===== src/rtl/i3_pkg.sv =====
// Frame layout and loader state encoding shared by the i3 operand loader,
// the downstream check stage and their benches.
package i3_pkg;

    localparam int unsigned FRAME_W = 132;

    localparam int unsigned PV28_LO  = 0;
    localparam int unsigned PV28_W   = 28;
    localparam int unsigned PV56_LO  = 28;
    localparam int unsigned PV56_W   = 28;
    localparam int unsigned PV88_LO  = 56;
    localparam int unsigned PV88_W   = 32;
    localparam int unsigned PV120_LO = 88;
    localparam int unsigned PV120_W  = 32;
    localparam int unsigned PV126_LO = 120;
    localparam int unsigned PV126_W  = 6;
    localparam int unsigned PV132_LO = 126;
    localparam int unsigned PV132_W  = 6;

    typedef enum logic [1:0] {
        FILL  = 2'd0,
        HOLD  = 2'd1,
        DRAIN = 2'd2
    } state_e;

    function automatic int unsigned nbeats(input int unsigned beat_w);
        return (FRAME_W + beat_w - 1) / beat_w;
    endfunction

endpackage


===== src/rtl/i3_operand_loader_if.sv =====
// Beat stream in, held frame out: the loader uses the slave view, the
// upstream/downstream environment uses the master view.
interface i3_operand_loader_if
    import i3_pkg::*;
#(
    parameter int unsigned BEAT_W = 8
);

    logic                s_valid;
    logic                s_ready;
    logic [BEAT_W-1:0]   s_data;
    logic                s_last;
    logic                m_valid;
    logic                m_ready;
    logic [PV28_W-1:0]   pv28;
    logic [PV56_W-1:0]   pv56;
    logic [PV88_W-1:0]   pv88;
    logic [PV120_W-1:0]  pv120;
    logic [PV126_W-1:0]  pv126;
    logic [PV132_W-1:0]  pv132;

    modport slave (
        input  s_valid,
        input  s_data,
        input  s_last,
        input  m_ready,
        output s_ready,
        output m_valid,
        output pv28,
        output pv56,
        output pv88,
        output pv120,
        output pv126,
        output pv132
    );

    modport master (
        output s_valid,
        output s_data,
        output s_last,
        output m_ready,
        input  s_ready,
        input  m_valid,
        input  pv28,
        input  pv56,
        input  pv88,
        input  pv120,
        input  pv126,
        input  pv132
    );

endinterface


===== src/rtl/i3_sat_counter.sv =====
// Up-counter that sticks at all-ones; synchronous active-high reset.
module i3_sat_counter #(
    parameter int unsigned WIDTH = 8
) (
    input  logic             clk,
    input  logic             rst,
    input  logic             inc_i,
    output logic [WIDTH-1:0] count_o
);

    logic [WIDTH-1:0] count_q, count_d;

    always_comb begin
        count_d = count_q;
        if (inc_i && (count_q != '1)) begin
            count_d = count_q + WIDTH'(1);
        end
    end

    always_ff @(posedge clk) begin
        if (rst) begin
            count_q <= '0;
        end else begin
            count_q <= count_d;
        end
    end

    assign count_o = count_q;

endmodule


===== src/rtl/i3_operand_loader.sv =====
// Assembles a 132-bit operand frame from LSB-first beats, holds it on the
// field buses until consumed, and drops/counts malformed frames.
module i3_operand_loader
    import i3_pkg::*;
#(
    parameter int unsigned BEAT_W = 8,
    parameter int unsigned ERR_W  = 8
) (
    input  logic                 clk,
    input  logic                 rst,
    i3_operand_loader_if.slave   bus,
    output logic [ERR_W-1:0]     err_cnt,
    output logic                 busy
);

    localparam int unsigned NBEATS = nbeats(BEAT_W);
    localparam int unsigned IDX_W  = $clog2(NBEATS);
    localparam int unsigned SH_W   = $clog2(FRAME_W) + 1;
    localparam logic [IDX_W-1:0] LAST_IDX = IDX_W'(NBEATS - 1);

    state_e               state_q, state_d;
    logic [IDX_W-1:0]     idx_q, idx_d;
    logic [FRAME_W-1:0]   frame_q, frame_d;
    logic                 err_inc;
    logic                 s_ready;
    logic                 beat_fire;
    logic                 at_last_idx;
    logic [SH_W-1:0]      shamt;
    logic [FRAME_W-1:0]   data_ext;
    logic [FRAME_W-1:0]   mask_ext;
    logic [FRAME_W-1:0]   frame_wr;

    // Ready decodes only registered state; rst gates it so nothing is offered
    // while the block is being cleared.
    assign s_ready     = !rst && (state_q != HOLD);
    assign beat_fire   = bus.s_valid && s_ready;
    assign at_last_idx = (idx_q == LAST_IDX);

    // Shifting past FRAME_W drops the final beat's surplus payload bits.
    assign shamt    = SH_W'(idx_q * BEAT_W);
    assign data_ext = FRAME_W'(bus.s_data) << shamt;
    assign mask_ext = FRAME_W'({BEAT_W{1'b1}}) << shamt;
    assign frame_wr = (frame_q & ~mask_ext) | (data_ext & mask_ext);

    always_comb begin
        state_d = state_q;
        idx_d   = idx_q;
        frame_d = frame_q;
        err_inc = 1'b0;

        unique case (state_q)
            FILL: begin
                if (beat_fire) begin
                    if (bus.s_last && at_last_idx) begin
                        frame_d = frame_wr;
                        idx_d   = '0;
                        state_d = HOLD;
                    end else if (bus.s_last) begin
                        idx_d   = '0;
                        err_inc = 1'b1;
                    end else if (at_last_idx) begin
                        idx_d   = '0;
                        err_inc = 1'b1;
                        state_d = DRAIN;
                    end else begin
                        frame_d = frame_wr;
                        idx_d   = idx_q + IDX_W'(1);
                    end
                end
            end
            DRAIN: begin
                if (beat_fire && bus.s_last) begin
                    idx_d   = '0;
                    state_d = FILL;
                end
            end
            HOLD: begin
                if (bus.m_ready) begin
                    state_d = FILL;
                end
            end
            default: begin
                idx_d   = '0;
                state_d = FILL;
            end
        endcase
    end

    always_ff @(posedge clk) begin
        if (rst) begin
            state_q <= FILL;
            idx_q   <= '0;
            frame_q <= '0;
        end else begin
            state_q <= state_d;
            idx_q   <= idx_d;
            frame_q <= frame_d;
        end
    end

    i3_sat_counter #(
        .WIDTH (ERR_W)
    ) u_err_cnt (
        .clk     (clk),
        .rst     (rst),
        .inc_i   (err_inc),
        .count_o (err_cnt)
    );

    assign bus.s_ready = s_ready;
    assign bus.m_valid = (state_q == HOLD);
    assign busy        = (state_q != FILL) || (idx_q != '0);

    assign bus.pv28  = frame_q[PV28_LO  +: PV28_W];
    assign bus.pv56  = frame_q[PV56_LO  +: PV56_W];
    assign bus.pv88  = frame_q[PV88_LO  +: PV88_W];
    assign bus.pv120 = frame_q[PV120_LO +: PV120_W];
    assign bus.pv126 = frame_q[PV126_LO +: PV126_W];
    assign bus.pv132 = frame_q[PV132_LO +: PV132_W];

endmodule


===== src/flat_wrapper.sv =====
// flat-port wrapper written by rule: the top's interface ports become plain ports
module i3_operand_loader_flat import i3_pkg::*;
#(
    parameter int unsigned BEAT_W = 8,
    parameter int unsigned ERR_W  = 8
)
  (clk, rst, err_cnt, busy, bus_s_valid, bus_s_data, bus_s_last, bus_m_ready, bus_s_ready, bus_m_valid, bus_pv28, bus_pv56, bus_pv88, bus_pv120, bus_pv126, bus_pv132);
  i3_operand_loader_if #(.BEAT_W(BEAT_W)) bus_i ();
  input  logic clk;
  input  logic rst;
  output logic [ERR_W-1:0] err_cnt;
  output logic busy;
  input wire logic [$bits(bus_i.s_valid)-1:0] bus_s_valid;
  input wire logic [$bits(bus_i.s_data)-1:0] bus_s_data;
  input wire logic [$bits(bus_i.s_last)-1:0] bus_s_last;
  input wire logic [$bits(bus_i.m_ready)-1:0] bus_m_ready;
  output wire logic [$bits(bus_i.s_ready)-1:0] bus_s_ready;
  output wire logic [$bits(bus_i.m_valid)-1:0] bus_m_valid;
  output wire logic [$bits(bus_i.pv28)-1:0] bus_pv28;
  output wire logic [$bits(bus_i.pv56)-1:0] bus_pv56;
  output wire logic [$bits(bus_i.pv88)-1:0] bus_pv88;
  output wire logic [$bits(bus_i.pv120)-1:0] bus_pv120;
  output wire logic [$bits(bus_i.pv126)-1:0] bus_pv126;
  output wire logic [$bits(bus_i.pv132)-1:0] bus_pv132;
  assign bus_i.s_valid = bus_s_valid;
  assign bus_i.s_data = bus_s_data;
  assign bus_i.s_last = bus_s_last;
  assign bus_i.m_ready = bus_m_ready;
  assign bus_s_ready = bus_i.s_ready;
  assign bus_m_valid = bus_i.m_valid;
  assign bus_pv28 = bus_i.pv28;
  assign bus_pv56 = bus_i.pv56;
  assign bus_pv88 = bus_i.pv88;
  assign bus_pv120 = bus_i.pv120;
  assign bus_pv126 = bus_i.pv126;
  assign bus_pv132 = bus_i.pv132;
  i3_operand_loader #(.BEAT_W(BEAT_W), .ERR_W(ERR_W)) u_core (.clk(clk), .rst(rst), .bus(bus_i), .err_cnt(err_cnt), .busy(busy));
endmodule

===== config.mk =====
export PLATFORM = sky130hd
export DESIGN_NAME = i3_operand_loader_flat
export DESIGN_NICKNAME = d
export VERILOG_FILES = /design/src/rtl/i3_pkg.sv /design/src/rtl/i3_operand_loader_if.sv /design/src/rtl/i3_sat_counter.sv /design/src/rtl/i3_operand_loader.sv /design/src/flat_wrapper.sv
export SDC_FILE = /design/constraint.sdc
export NUM_CORES = 1
export LEC_CHECK = 0
export CORE_MARGIN = 3
export CORE_UTILIZATION = 53
export CTS_CLUSTER_SIZE = 8
export DETAILED_ROUTE_END_ITERATION = 8
export GPL_TIMING_DRIVEN = 0
export PLACE_DENSITY = 0.92
export SYNTH_ARGS = -nofsm -noshare
export SYNTH_HDL_FRONTEND = slang
export SYNTH_SLANG_ARGS = --single-unit
export TNS_END_PERCENT = 30

===== constraint.sdc =====
create_clock -name clk -period 8.4 [get_ports clk]
set_clock_uncertainty 0.2 [all_clocks]
set_input_delay 2.1 -clock clk [delete_from_list [all_inputs] [get_ports clk]]
set_output_delay 2.1 -clock clk [all_outputs]
set_load 0.02 [all_outputs]

# Yosys cells after proc, flatten, opt, wreduce, memory -nomap -nowiden
# Cells that the tools add are included.
classes:
  add_sub_neg: 2
  n_eq_ne: 12
  shift: 2
  mux: 21
  n_bitwise: 5
  n_reduce_logical: 13
ops:
  columns: ["cell", "count"]
  rows:
  - ["132-bit 2-to-1 mux", 3]
  - ["132-bit AND", 2]
  - ["132-bit inverter", 1]
  - ["132-bit bitwise OR", 1]
  - ["8-bit by 8-bit << shifter with 132-bit output", 1]
  - ["8-bit by 8-bit << shifter with 132-bit output (first input constant)", 1]
  - ["5-bit 2-to-1 mux", 5]
  - ["5-bit case mux with 3 select lines", 1]
  - ["2-bit 2-to-1 mux", 6]
  - ["8-bit by 1-bit adder with 8-bit output (second input constant)", 1]
  - ["2-bit by 1-bit != test with 1-bit output (second input constant)", 4]
  - ["8-bit != test (second input constant)", 1]
  - ["2-bit case mux with 3 select lines", 1]
  - ["5-bit by 1-bit adder with 5-bit output (second input constant)", 1]
  - ["5-bit == test (second input constant)", 1]
  - ["1-bit logical AND", 5]
  - ["1-bit 2-to-1 mux", 5]
  - ["5-bit AND reduction", 1]
  - ["5-bit nonzero test", 1]
  - ["2-bit != test (second input constant)", 2]
  - ["4-bit AND reduction", 1]
  - ["3-bit by 1-bit != test with 1-bit output (second input constant)", 1]
  - ["3-bit by 2-bit != test with 1-bit output (second input constant)", 1]
  - ["3-bit AND reduction", 1]
  - ["7 further kinds", 7]
totals:
  regBits: 147
  input_bits: 13
  out_inout_bits: 143
  wordCells: 59

# Longest topological paths before layout
depth:
  word_depth: 7
  depth_mapped: 12
  depth_no_buf: 9

# Hierarchy
# Synthesis repeated with hierarchy kept, for this count alone.
unflattened:
  cells_unflattened: 649
  hier_area_um2: 6123.4
by_module_without_submodules:
  columns: ["mod", "instances", "cells_per_inst", "area_each_um2"]
  rows:
  - ["i3_operand_loader", 1, 603, 5693.0]
  - ["i3_sat_counter", 1, 46, 430.4]

# Worst setup path after synthesis
# Ideal clock, no wire load.
synth_timing:
  path_type: "input port to output port"
  startpoint: "in rst"
  endpoint: "out bus_s_ready"
  arrival_ns: 3.055
  required_ns: 6.100
  slack_ns: 3.045
  cell_stages: 4
  n_path_buf: 3
  cell_sequence: "clkbuf_1 -> clkbuf_1 -> buf_1 -> nor2_1"
synth_via:
  elab_chain_cells: 2
synth_rtl:
  columns: ["element", "line_no", "source"]
  rows:
  - ["start, declared", "flat_wrapper.sv:10", "input logic rst;"]
  - ["1-bit logical NOT", "i3_operand_loader.sv:35", "assign s_ready = !rst && (state_q != HOLD);"]
  - ["1-bit logical AND", "i3_operand_loader.sv:35", null]
  - ["end, declared", "flat_wrapper.sv:17", "output wire logic [$bits(bus_i.s_ready)-1:0] bus_s_ready;"]
# No other way between the ends.

# Final worst setup path
# Ends and elaborated chain as after synthesis.

==> impl_metrics.toml <==
[global_routing]
grt_max_degree = 17
grt-ovfl-total = 0
grt_use_total = 0.291
grt_pass1_vias = 5666
antenna_found_initial = 0
grt_pass1_wl_mm = 29.9

[power_and_ir_drop]
p_comb_frac = 0.043
static-leakage-power_nw = 3.10
p_int_mw = 1.23
pwr_density_cell_nw_per_um2 = 185
share_seq_of_total_power = 0.441
vdd_drop_max_mv = 0.174
p_sw_mw = 0.357
clkPwrFrac = 0.516
netSwitchingFraction = 0.225

[floorplanning]
start_util = 0.557
num_io_pins = 156
floorplan.die_area_um2 = 13100
fp.dieH_um = 114
fp.dieW_um = 114
core_um2 = 11200
rows = 38

[synth]
synth_area_leader_cell = "dfxtp_1"
synth_ff_type = "dfxtp_1"
synth_edf_count = 0
syn_nets = 710
synth_seq_cells = 147
synthArstFlopShare = 0
synth_cell_types = 45
synth_warnings = 0
netlist_area_um2 = 6220
synth_area_leaders = "dfxtp_1 47%, mux2i_1 12%, nor2_1 5.4%"
synth_seq_area_share = 0.473
syn_area_per_cell_um2 = 9.03
yosys.area.top_type_share = 0.473
synthCells = 689

[timing]
worstMarginPinSlew_ns = 0.855
finalHoldViolCount = 0
period_needed_ns = 6.31
slew_headroom = 0.425
rsz0062_at_grt = "false"
fmax_mhz = 158
finalSetupViolCount = 0
fin_setup_tns_ns = 0
hold_slack_ns = 0.251
setup_ws_ns = 2.09
post-route-period-util = 0.751
drv_slew = 0

[placement]
dp_worst_setup_slack_ns = 2.17
gp_congestion = 0.886
place_inst = 983
port_buffers = 154
dp_hpwl_mm = 12.4

[setup_path]
path_class = "in2out"
worst_r2r_path_depth = 12
cp_max_fo = 10
worstPathArrival_ns = 4.01
cp_slowest_cell = "clkbuf_1"
crit_top_cell = "clkbuf_1"
cp-start-kind = "input port"
endpoint_kind = "output pin"
worstPathCellList = "clkbuf_1, clkbuf_1, buf_1, nor2_1, clkdlybuf4s50_1"
path_delay_family = "buffers and inverters"
worst-path-stages = 5
path_buf_inv = 4
cp_slowest_stage_delay_ns = 0.56
worstPathRequired_ns = 6.10

[clock_network]
ctsResizeCount = 0
cts_buffers = 17
postCtsHoldBufs = 0
cts-root-buf = "clkbuf_16"
postCtsSetupRepairBufs = 0
cts_tree = "done"
clockBufferDepth = 2
clk_latency_ns = 0.42
htree_levels = 4
clk_pin_slew_worst_paths_ns = 0.06
clock-sinks = 147

[drt]
viasPerCell = 5.94
drt_iter0_drc = 668
drcViolationCount = 0
totalWireLength_mm = 19.3
wl_per_cell_um = 19.1
antenna_left = 0
dr.pass1.iters = 5
vias = 6026

[min_path]
hold_depth = 2
hold_class = "reg2reg"

[outcome]
status = "complete, no violations"

[final_layout]
post-route-util = 0.767
diodes = 0
fin_nets = 883
final_common_cell = "clkdlybuf4s50_1"
final_cell_count_no_fill = 1014
drive_above_1_share = 0.0629
final_cell_mix = "154 x clkdlybuf4s50_1, 147 x dfxtp_1, 89 x nor2_1"
area_growth_pct = 37.7

[flow_run]
maxCapViolations = 0
-- synthesized netlist by cell type (7+ instances only) --
master	instances
nand3_1	52
and2_1	22
nand2b_1	15
nand2_1	58
a21oi_1	64
and3_1	20
clkbuf_1	43
or4_1	8
nand4_1	8
mux2i_1	77
nor2_1	89
ha_1	8
dfxtp_1	147
nor4_4	7
-- power groups by stage --
| stage | registers (mW) | clock network (mW) | logic, mW |
|---|---|---|---|
| floorplan | 0.718 | 0 | 0.0352 |
| global placement | 0.716 | 0 | 0.0634 |
| detailed placement | 0.716 | 0 | 0.0647 |
| CTS | 0.701 | 0.815 | 0.0662 |
| global route | 0.701 | 0.842 | 0.0718 |
| finish | 0.701 | 0.821 | 0.0682 |
-- final timing paths --
path / startpoint / end / slack (ns)
min reg2reg: flop / flop / 0.25
max: rst / bus_s_ready / 2.09
min: flop / flop / 0.25
max reg2reg: u_core.idx_q[0]$_SDFFE_PP0P_ / flop / 4.56
-- per-stage QoR --
stage	cell area, µm²	power, mW
final	8570	1.59
after global routing	8570	1.61
after CTS	8570	1.58
after detailed placement	7940	0.781
after global placement	7940	0.780
after floorplan	6220	0.753
-- worst register-to-register path, stage by stage, from the launching register on --
cell and delay (ns):
dfxtp_1 0.36, clkbuf_1 0.35, inv_1 0.12, ha_1 0.28, nand4bb_1 0.25, inv_2 0.08
ha_1 0.42, nor4b_2 0.51, and4_1 0.34, clkbuf_1 0.23, clkbuf_1 0.33, nand3_1 0.13
a21oi_1 0.18
-- cells by family after synthesis --
group / synth area share
simple gates: 0.271
flops: 0.473
compound gates: 0.0742
xor+xnor: 0.00141
buf+inv: 0.0402
fa+ha+maj: 0.0161
mux: 0.124
-- cell type report --
type | instances | area [µm²]
Inverter | 9 | 33.8
Multi-Input combinational cell | 481 | 3030
Fill cell | 765 | 2600
Timing Repair Buffer | 154 | 1540
Sequential cell | 147 | 2940
Clock buffer | 20 | 457
Clock inverter | 11 | 175
Buffer | 52 | 216
Tap cell | 140 | 175
-- routing by layer --
metal | GRT usage | routed length (µm) | part of all wire | up-vias
li1 | - | - | - | 2745
met3 | 0.0735 | 1650 | 0.085 | 58
met2 | 0.473 | 9150 | 0.47 | 331
met1 | 0.379 | 8040 | 0.42 | 2892
met5 | 0 | 0 | 0 | -
met4 | 0.0942 | 490 | 0.025 | 0
(Power assumes the default switching activity.)
